$ cat config.mk
export PLATFORM = sky130hd
export DESIGN_NAME = palette_color_lut_flat
export DESIGN_NICKNAME = d
export VERILOG_FILES = /design/src/rtl/palette_color_lut_if.sv /design/src/rtl/palette_color_lut.sv /design/src/flat_wrapper.sv
export SDC_FILE = /design/constraint.sdc
export NUM_CORES = 1
export LEC_CHECK = 0
export BUFFER_PORTS_ARGS = -buffer_cell sky130_fd_sc_hd__buf_4
export CAP_MARGIN = 20
export CORE_MARGIN = 1.5
export CORE_UTILIZATION = 55
export CTS_CLUSTER_DIAMETER = 40
export DETAILED_ROUTE_END_ITERATION = 8
export MAX_ROUTING_LAYER = met4
export PLACE_DENSITY = 0.76
export SLEW_MARGIN = 5
export SYNTH_ARGS = -nofsm -noshare
export SYNTH_HDL_FRONTEND = slang
export SYNTH_SLANG_ARGS = --single-unit
$ cat constraint.sdc
create_clock -name clk -period 3.8 [get_ports clk]
set_input_delay 0.38 -clock clk [delete_from_list [all_inputs] [get_ports clk]]
set_output_delay 0.38 -clock clk [all_outputs]
set_load 0.05 [all_outputs]
$ cat src/rtl/palette_color_lut_if.sv
// Pixel, palette-write and blink signals between the pixel mux and the palette LUT.
interface palette_color_lut_if #(
    parameter int CODE_W  = 4,
    parameter int COLOR_W = 8
);
    logic [CODE_W-1:0]  pix_code;
    logic               video_on;
    logic               wr_en;
    logic [CODE_W-1:0]  wr_addr;
    logic [COLOR_W-1:0] wr_data;
    logic               frame_tick;
    logic               blink_en;
    logic [CODE_W-1:0]  blink_code;
    logic [COLOR_W-1:0] color_out;
    logic               color_valid;

    modport master (
        output pix_code, video_on,
        output wr_en, wr_addr, wr_data,
        output frame_tick, blink_en, blink_code,
        input  color_out, color_valid
    );

    modport slave (
        input  pix_code, video_on,
        input  wr_en, wr_addr, wr_data,
        input  frame_tick, blink_en, blink_code,
        output color_out, color_valid
    );
endinterface

$ cat src/rtl/palette_color_lut.sv
// Writable colour palette with frame-synchronous blink, 2-cycle registered path.
module palette_color_lut #(
    parameter int CODE_W       = 4,
    parameter int COLOR_W      = 8,
    parameter int BLINK_FRAMES = 30
) (
    input logic clk,
    input logic reset,
    palette_color_lut_if.slave bus
);
    localparam int DEPTH = 1 << CODE_W;
    localparam logic [7:0] LAST = 8'(BLINK_FRAMES - 1);

    logic [COLOR_W-1:0] pal [DEPTH];

    logic [7:0]        blink_cnt;
    logic              blink_phase;

    logic [CODE_W-1:0] s1_code;
    logic              s1_video;
    logic              s1_hit;

    logic              hit;
    logic [COLOR_W-1:0] entry;

    function automatic logic [COLOR_W-1:0] def_color(input int idx);
        logic [7:0] v;
        case (idx)
            10:      v = 8'hE0;
            11:      v = 8'hF3;
            12:      v = 8'hF7;
            13:      v = 8'h2F;
            14:      v = 8'h57;
            15:      v = 8'h55;
            default: v = 8'hE0;
        endcase
        return COLOR_W'(v);
    endfunction

    always_ff @(posedge clk) begin
        if (reset) begin
            for (int i = 0; i < DEPTH; i++)
                pal[i] <= def_color(i);
        end else if (bus.wr_en) begin
            pal[bus.wr_addr] <= bus.wr_data;
        end
    end

    // Disabling blink parks the phase on the visible half.
    always_ff @(posedge clk) begin
        if (reset || !bus.blink_en) begin
            blink_cnt   <= '0;
            blink_phase <= 1'b0;
        end else if (bus.frame_tick) begin
            if (blink_cnt == LAST) begin
                blink_cnt   <= '0;
                blink_phase <= ~blink_phase;
            end else begin
                blink_cnt <= blink_cnt + 8'd1;
            end
        end
    end

    assign hit = bus.blink_en & blink_phase &
                 (bus.pix_code == bus.blink_code);

    // A write landing on the entry S1 is about to read wins.
    always_comb begin
        entry = pal[s1_code];
        if (bus.wr_en && (bus.wr_addr == s1_code))
            entry = bus.wr_data;
    end

    always_ff @(posedge clk) begin
        if (reset) begin
            s1_code         <= '0;
            s1_video        <= 1'b0;
            s1_hit          <= 1'b0;
            bus.color_out   <= '0;
            bus.color_valid <= 1'b0;
        end else begin
            s1_code         <= bus.pix_code;
            s1_video        <= bus.video_on;
            s1_hit          <= hit;
            bus.color_valid <= s1_video;
            if (!s1_video || s1_hit)
                bus.color_out <= '0;
            else
                bus.color_out <= entry;
        end
    end
endmodule
$ cat src/flat_wrapper.sv
// flat-port wrapper written by rule: the top's interface ports become plain ports
module palette_color_lut_flat 
#(
    parameter int CODE_W       = 4,
    parameter int COLOR_W      = 8,
    parameter int BLINK_FRAMES = 30
)
  (clk, reset, bus_pix_code, bus_video_on, bus_wr_en, bus_wr_addr, bus_wr_data, bus_frame_tick, bus_blink_en, bus_blink_code, bus_color_out, bus_color_valid);
  palette_color_lut_if #(.CODE_W(CODE_W), .COLOR_W(COLOR_W)) bus_i ();
  input logic clk;
  input logic reset;
  input wire logic [$bits(bus_i.pix_code)-1:0] bus_pix_code;
  input wire logic [$bits(bus_i.video_on)-1:0] bus_video_on;
  input wire logic [$bits(bus_i.wr_en)-1:0] bus_wr_en;
  input wire logic [$bits(bus_i.wr_addr)-1:0] bus_wr_addr;
  input wire logic [$bits(bus_i.wr_data)-1:0] bus_wr_data;
  input wire logic [$bits(bus_i.frame_tick)-1:0] bus_frame_tick;
  input wire logic [$bits(bus_i.blink_en)-1:0] bus_blink_en;
  input wire logic [$bits(bus_i.blink_code)-1:0] bus_blink_code;
  output wire logic [$bits(bus_i.color_out)-1:0] bus_color_out;
  output wire logic [$bits(bus_i.color_valid)-1:0] bus_color_valid;
  assign bus_i.pix_code = bus_pix_code;
  assign bus_i.video_on = bus_video_on;
  assign bus_i.wr_en = bus_wr_en;
  assign bus_i.wr_addr = bus_wr_addr;
  assign bus_i.wr_data = bus_wr_data;
  assign bus_i.frame_tick = bus_frame_tick;
  assign bus_i.blink_en = bus_blink_en;
  assign bus_i.blink_code = bus_blink_code;
  assign bus_color_out = bus_i.color_out;
  assign bus_color_valid = bus_i.color_valid;
  palette_color_lut #(.CODE_W(CODE_W), .COLOR_W(COLOR_W), .BLINK_FRAMES(BLINK_FRAMES)) u_core (.clk(clk), .reset(reset), .bus(bus_i));
endmodule
==> results of run 1 <==
through the flow:
stage / total power [mW] / instances / utilization, % / hold slack, ns / cell area (um^2)
2_1_floorplan: 2.13 / 477 / - / 0.433 / 6870
4_1_cts: 3.87 / 680 / 64.2 / 0.144 / 7770
3_3_place_gp: 2.23 / 648 / 59.4 / 0.443 / 7190
5_1_grt: 3.95 / 680 / 64.2 / 0.151 / 7770
6_report: 3.85 / 680 / 64.2 / 0.159 / 7770
3_5_place_dp: 2.24 / 648 / 59.4 / 0.448 / 7190
logic make-up after synthesis:
logic type / share of synthesized area, %
xor gates and xnor gates: 2.04
buffers and inverters: 2.68
adders and majority gates: 0.364
AOI/OAI and AO/OA: 2.97
DFF: 62.9
and+or+nand+nor: 18.6
muxes: 10.5
final cells by class:
cell class	instances	area, um^2	share of cell area (%)
Inverter	1	3.75	0.0483
Clock buffer	21	492	6.33
Multi-Input combinational cell	289	2370	30.4
Tap cell	168	210	2.70
Timing Repair Buffer	38	285	3.67
Sequential cell	152	4330	55.6
Clock inverter	11	91.3	1.17
power by group:
group          switching [mW]  total, mW  leakage (nW)  internal, mW
clock                   0.653       1.64         0.299         0.987
sequential             0.0363       1.93          1.45          1.89
combinational           0.169      0.285         0.944         0.117
layer usage:
metal	up-vias	global-route usage, %
li1	1813	-
met1	2079	33.6
met2	203	39.1
met3	35	6.33
met4	0	10.3
met5	-	-
critical path, delay by kind of cell:
kind,cells,cell delay [ns]
and+or+nand+nor,4,1.73
buffers and inverters,1,0.21
layout by cell type (no fill, tap or decap), types with 3 or more instances in the layout:
master	netlist	layout
mux4_2	32	32
xor2_1	13	13
buf_4	1	38
a22oi_1	16	16
nor2_1	22	22
and2b_1	3	3
clkinv_2	0	5
nand2b_1	16	16
or3_1	48	48
or2_2	16	16
nor2b_1	6	6
edfxtp_1	128	128
dfxtp_1	24	23
and2_1	69	69
a22o_1	8	8
clkbuf_8	0	3
nor3_1	3	3
nand3_1	5	5
nand2_1	12	12
inv_4	0	3
xnor2_1	3	3
clkbuf_16	0	18
state kept, by name, summed over array words and instances (netlist names):
name                    cells
u_core.s1_video             1
u_core.blink_cnt            8
u_core.pal                128
u_core.s1_code              4
u_core.s1_hit               1
u_core.bus.color_valid      1
u_core.bus.color_out        8
u_core.blink_phase          1
how the worst min path moves through the flow:
stage	startpoint	end	slack, ns
floorplan	u_core.s1_video	u_core.bus.color_valid	0.43
global placement	u_core.s1_video	u_core.bus.color_valid	0.44
detailed placement	u_core.s1_video	u_core.bus.color_valid	0.45
CTS	bus_video_on	u_core.s1_video	0.14
global route	bus_video_on	u_core.s1_video	0.15
finish	bus_video_on	u_core.s1_video	0.16
==> flow_summary.ini, run 1 <==
[logic_synthesis]
syn_area_per_cell_um2 = 14.4
synth_area_um2 = 6870
ys_top_cells_by_area = edfxtp_1, mux4_2, dfxtp_1, and2_1, or3_1
synthTopCellsByCount = edfxtp_1, and2_1, or3_1, mux4_2, dfxtp_1
synth_edf_count = 128
ys_types = 37
syn_inst = 477
synth_seq_cells = 152
syn_nets = 505
yosysMostFrequentCell = edfxtp_1
synth-seq-area-share_pct = 62.9
ys.warnings.count = 0
synth_top_flop_cell = edfxtp_1
synth.largest_area_cell = edfxtp_1
synthArstFlopShare_pct = 0
netlist.area_leader.share_pct = 55.9

[route]
wl_per_cell_um = 22.5
top_layer = met4
via_count = 4130
wl_mm = 15.3
routed-wl-met3_mm = 1.32
wl_met2_mm = 7.48
wl_met1_mm = 6.10
drc = 0
drt_iter0_markers = 433
via_per_inst = 6.07
drt_first_pass_iters = 5
ant_nets = 0

[sta]
max_clock_freq_mhz = 453
tns_ns = 0
final-max-slew-violation-count = 0
relSlewSlack_pct = 43.8
worstMarginPinSlew_ns = 0.837
rsz0062_at_grt = no
finalHoldViolCount = 0
period_share_pct = 58.1
skew_ns = 0.00569
setup_ws_ns = 1.59
setup_viol = 0
fin_crit_ns = 2.21

[cts]
cts_resized = 0
post-cts-setup-buffers = 0
clock-root-buffer = clkbuf_16
cts.reportedPaths.clkPinSlew_ns = 0.06
htree_levels = 4
numCtsBuffers = 17
cts_hold_buf = 0
cts_tree = yes
clkSinkCount = 152
cts_buffer_depth = 2
clk_latency_ns = 0.43

[finish]
fin_nets = 527
layout-drive-gt1-share_pct = 23.8
syn_to_final_growth_pct = 13.1
fillers = 883
antenna_cells = 0

[critical_path]
cp.arrival_ns = 2.33
r2r_setup_slack_ns = 1.65
crit_end = u_core.pal[1][2]
crit_required_ns = 3.92
r2r-end = u_core.bus.color_out[0]
critPathKind = in -> reg
path_cells = buf_4, nor2b_4, nand3b_1, nor3_1, or2_2
slowest_delay_ns = 0.79
cp_max_fo = 25
slowest_stage = nor3_1
r2r_start = u_core.s1_code[0]
startpoint = reset
worst_setup_path_end_kind = flip-flop
reg2regPathDepth = 5
start_kind = input port

[global_route]
grt_overflow = 0
antenna_found_initial = 0
grtUsageTotal_pct = 25.7
grt_pass1_wl_mm = 23.3
grt_pass1_vias = 3970
grt_max_degree = 34

[placed_design]
dp_hpwl_mm = 10.1
dp_slack_ns = 1.20
gp_congestion = 0.826
io_buffers = 34

[min_path]
hp-class = in -> reg
holdPathStages = 2

[floorplan]
ios = 35
dieArea_um2 = 13200
start_util_pct = 56.8
die_x_um = 115
die_h_um = 115
design.core.area_um2 = 12100
rows = 40

[outcome]
status = completed

[power_and_ir_drop]
leakage_nw = 2.69
peakVddDrop_uv = 368
power.density_nw_per_um2 = 496

[run]
maxCapViolCount = 0
Note: power is estimated with default switching activity, not from simulation.
==> inputs of run 2 (changes only) <==
- ABC_AREA: not set -> 1
- PLACE_DENSITY: 0.76 -> 0.78
- clock period: 3.8 -> 2 ns (I/O delays scaled with it)
==> flow_summary.ini, run 2 <==
[sta]
skew_ns = 0.00465
rsz0062_at_grt = no
final-max-slew-violation-count = 0
period_share_pct = 94.2
max_clock_freq_mhz = 531
worstMarginPinSlew_ns = 0.526
setup_viol = 0
hold-worst-slack_ns = 0.00972
fin_crit_ns = 1.88
tns_ns = 0
finalHoldViolCount = 0
relSlewSlack_pct = 64.9

[finish]
layout_common_cells = nand2_1, edfxtp_1, nor2_1
largest_reg_flops = 128
regArea_um2 = 4330
syn_to_final_growth_pct = 15.1
largest_register = u_core.pal
multiInputGateArea_um2 = 2350
final_common_cell = nand2_1
largest_registers = u_core.pal x128, u_core.blink_cnt x8, u_core.bus.color_out x8
layout-drive-gt1-share_pct = 13.1
finalNonFillerCells = 1074
fillers = 998
fin_nets = 917
antenna_cells = 0

[route]
wl_per_cell_um = 16.5
wl_mm = 17.8
via_per_inst = 5.36
drt_first_pass_iters = 5
ant_nets = 0
via_count = 5760
drc = 0
drt_iter0_markers = 993

[logic_synthesis]
synthTopCellsByCount = nand2_1, edfxtp_1, nor2_1, inv_1, nand3_1
synth-seq-area-share_pct = 59.4
synth_area_um2 = 7290
syn_inst = 849
synth_top_flop_cell = edfxtp_1
synth_edf_count = 128
synth.largest_area_cell = edfxtp_1
yosysMostFrequentCell = nand2_1
ys_top_cells_by_area = edfxtp_1, nand2_1, dfxtp_1, nand3_1, nor2_1
synthArstFlopShare_pct = 0
ys_types = 28
syn_nets = 877
ys.warnings.count = 0
synth_seq_cells = 152
syn_area_per_cell_um2 = 8.58
netlist.area_leader.share_pct = 52.8

[critical_path]
critPathKind = in -> reg
start_kind = input port
cp.arrival_ns = 1.99
cp_max_fo = 8
worst_setup_path_end_kind = flip-flop
crit_required_ns = 2.10

[floorplan]
start_util_pct = 57.0
dieArea_um2 = 13900
die_x_um = 118
die_h_um = 118
ios = 35
rows = 41
design.core.area_um2 = 12800

[placed_design]
io_buffers = 34
placedCellCount = 1038
gp_congestion = 0.972
dp_hpwl_mm = 11.6

[cts]
post-cts-setup-buffers = 0
numCtsBuffers = 17
cts_buffer_depth = 2
cts_tree = yes
cts.reportedPaths.clkPinSlew_ns = 0.06
clock-root-buffer = clkbuf_16
htree_levels = 4
clk_latency_ns = 0.43
clkSinkCount = 152

[power_and_ir_drop]
leakage_nw = 3.68
peakVddDrop_uv = 614
power.density_nw_per_um2 = 907

[global_route]
grt_overflow = 0
grt_max_degree = 41
grt_pass1_wl_mm = 28.0
antenna_found_initial = 0
grtUsageTotal_pct = 27.4
grt_pass1_vias = 5468

[run]
maxCapViolCount = 0

[outcome]
status = completed

[min_path]
hp-class = in -> reg
==> run 2: cell types whose count changed in the layout (fill, tap and decap cells not counted), sizes merged, moves of 9 or more <==
cell and change:
nand2 +287, inv +118, nor2 +104, nand3 +88, and2 -69, or3 -48, mux4 -32, a22oi -16
nand2b -16, or2 -14, buf +13, xor2 -9
==> run 2: worst max-delay path, cell delays in order <==
cell and delay, ns:
dlygate4sd3_1 0.54, buf_4 0.17, inv_4 0.06, nand2_4 0.06, inv_2 0.12, nand3_4 0.13, nor2_2 0.25, inv_1 0.16
nand2_1 0.29
==> run 2: logic make-up (layout without fill, tap and decap cells) <==
group | count (synthesis) | count (layout) | share of synthesized area, %
DFF | 152 | 152 | 59.4
adders and majority gates | 2 | 2 | 0.343
and+or+nand+nor | 526 | 526 | 30.5
buffers and inverters | 156 | 209 | 8.52
xor gates and xnor gates | 7 | 7 | 0.842
AOI/OAI and AO/OA | 6 | 6 | 0.429
==> run 2: metrics by stage <==
stage | util [%] | power, mW | setup WS (ns) | cell area, um^2
floorplan | - | 4.13 | 0.602 | 7290
global placement | 60.5 | 4.36 | 0.196 | 7720
detailed placement | 60.5 | 4.37 | 0.163 | 7720
CTS | 65.6 | 7.59 | 0.0537 | 8370
global route | 65.6 | 7.80 | 0.00840 | 8390
finish | 65.6 | 7.60 | 0.116 | 8390
==> run 2: power breakdown <==
part           switching (mW)  internal, mW  total, mW  leakage (nW)
combinational           0.483         0.204      0.687          1.93
sequential             0.0562          3.60       3.65          1.45
clock                    1.24          2.02       3.26         0.305
total                    1.78          5.82       7.60          3.68
==> run 2: cell type report <==
type                       count  share of cell area [%]
clock inverter                 6                   0.657
inverter                     122                    5.49
clock buffer                  26                    6.60
timing repair buffer          55                    5.04
tap                          172                    2.57
multi-input combinational    541                    28.1
sequential                   152                    51.6
==> run 2: what timing repair did <==
action	in CTS	in global routing
gates resized for setup	0	5
hold endpoints to repair	5	0
hold buffers	4	0
setup endpoints to repair	0	40
==> run 2: metal layers <==
metal / GRT usage, % / vias up / wire length (um)
met5: - / - / 0
met4: 13.2 / 0 / 744
met3: 7.36 / 65 / 1550
met2: 41.1 / 271 / 8210
met1: 34.7 / 2692 / 7260
li1: - / 2732 / -
==> run 2: path summary, 6_finish.rpt <==
check	end	from	slack, ns	cells after the start
min	u_core.s1_code[0]	bus_pix_code[0]	0.01	3
max	u_core.pal[8][2]	reset	0.12	9
min reg2reg	u_core.bus.color_valid	u_core.s1_video	0.44	2
max reg2reg	u_core.bus.color_out[2]	u_core.s1_code[1]	0.21	9
==> inputs of run 3 (changes only) <==
- RECOVER_POWER: not set -> 50
==> flow_summary.ini, run 3 (synthesized netlist as in run 2, its figures left out) <==
[outcome]
status = completed

[power_and_ir_drop]
leakage_nw = 3.64
power_mw = 7.59
peakVddDrop_uv = 607
power.density_nw_per_um2 = 909

[floorplan]
start_util_pct = 57.0
design.core.area_um2 = 12800
die_h_um = 118
die_x_um = 118
ios = 35
dieArea_um2 = 13900
rows = 41

[finish]
largest_registers = u_core.pal x128, u_core.blink_cnt x8, u_core.bus.color_out x8
largest_register = u_core.pal
finalNonFillerCells = 1074
regArea_um2 = 4330
multiInputGateArea_um2 = 2350
fin_nets = 917
largest_reg_flops = 128
layout_common_cells = nand2_1, edfxtp_1, nor2_1
final_common_cell = nand2_1
layout-drive-gt1-share_pct = 11.5
fillers = 1007
syn_to_final_growth_pct = 14.5
antenna_cells = 0

[global_route]
grtUsageTotal_pct = 27.4
grt_pass1_wl_mm = 28.0
grt_max_degree = 41
antenna_found_initial = 0
grt_pass1_vias = 5468
grt_overflow = 0

[cts]
clk_latency_ns = 0.43
post-cts-setup-buffers = 0
numCtsBuffers = 17
clkSinkCount = 152
htree_levels = 4
cts_tree = yes
clock-root-buffer = clkbuf_16
cts_buffer_depth = 2
cts.reportedPaths.clkPinSlew_ns = 0.06

[sta]
tns_ns = 0
finalHoldViolCount = 0
final-max-slew-violation-count = 0
fin_crit_ns = 1.89
relSlewSlack_pct = 60.1
skew_ns = 0.00460
worstMarginPinSlew_ns = 0.600
max_clock_freq_mhz = 530
hold-worst-slack_ns = 0.0126
rsz0062_at_grt = no
period_share_pct = 94.4
setup_viol = 0

[route]
drc = 0
via_count = 5749
ant_nets = 0
wl_per_cell_um = 16.5
via_per_inst = 5.35
wl_mm = 17.7
drt_first_pass_iters = 7
drt_iter0_markers = 971

[placed_design]
placedCellCount = 1038
gp_congestion = 0.972
io_buffers = 34
dp_hpwl_mm = 11.6

[min_path]
hp-class = in -> reg
holdPathStages = 3

[critical_path]
cp.arrival_ns = 1.99
crit_required_ns = 2.10
reg2regPathDepth = 9
worst_setup_path_end_kind = flip-flop
cp_max_fo = 8
critPathKind = in -> reg
start_kind = input port

[run]
maxCapViolCount = 0
## run 3: routing by layer
| metal | track usage [%] | vias up | wire, um |
|---|---|---|---|
| li1 | - | 2735 | - |
| met1 | 34.7 | 2632 | 7160 |
| met2 | 41.1 | 318 | 8150 |
| met3 | 7.36 | 64 | 1710 |
| met4 | 13.2 | 0 | 675 |
| met5 | - | - | 0 |
## run 3: path summary, 6_finish.rpt
| check | start | endpoint | slack (ns) |
|---|---|---|---|
| max | reset | u_core.pal[6][4] | 0.11 |
| min | bus_pix_code[0] | u_core.s1_code[0] | 0.01 |
| max reg2reg | u_core.s1_code[1] | u_core.bus.color_out[2] | 0.18 |
| min reg2reg | u_core.s1_video | u_core.bus.color_valid | 0.44 |
## run 3: stage by stage
stage / setup slack (ns) / instance area, um^2 / utilization [%]
2_1_floorplan: 0.602 / 7290 / -
3_3_place_gp: 0.196 / 7720 / 60.5
3_5_place_dp: 0.163 / 7720 / 60.5
4_1_cts: 0.0537 / 8370 / 65.6
5_1_grt: 0.00840 / 8340 / 65.3
6_report: 0.112 / 8340 / 65.3
## run 3: repair_timing
action / CTS / global route
gates resized for setup: 0 / 5
endpoints found under the hold margin: 5 / 0
hold buffers: 4 / 0
endpoints found under the setup margin: 0 / 40
## run 3: final cells by class
type,instances,area share [%]
clock buffers,26,6.63
clock inverters,6,0.660
inverters,122,5.52
multi-input cells,541,28.1
flip-flops and latches,152,51.8
well taps,172,2.58
repair buffers,55,4.66
## run 3: worst max-delay path, stage by stage
cell	delay, ns
dlygate4sd3_1	0.54
buf_4	0.17
inv_4	0.06
nand2_4	0.06
inv_2	0.13
nand3_4	0.13
nor2_1	0.30
inv_2	0.12
nand2_1	0.28
## run 3: power by group
| group | switching, mW | total (mW) | internal [mW] |
|---|---|---|---|
| registers | 0.0561 | 3.65 | 3.60 |
| logic | 0.482 | 0.680 | 0.198 |
| clock network | 1.23 | 3.25 | 2.02 |
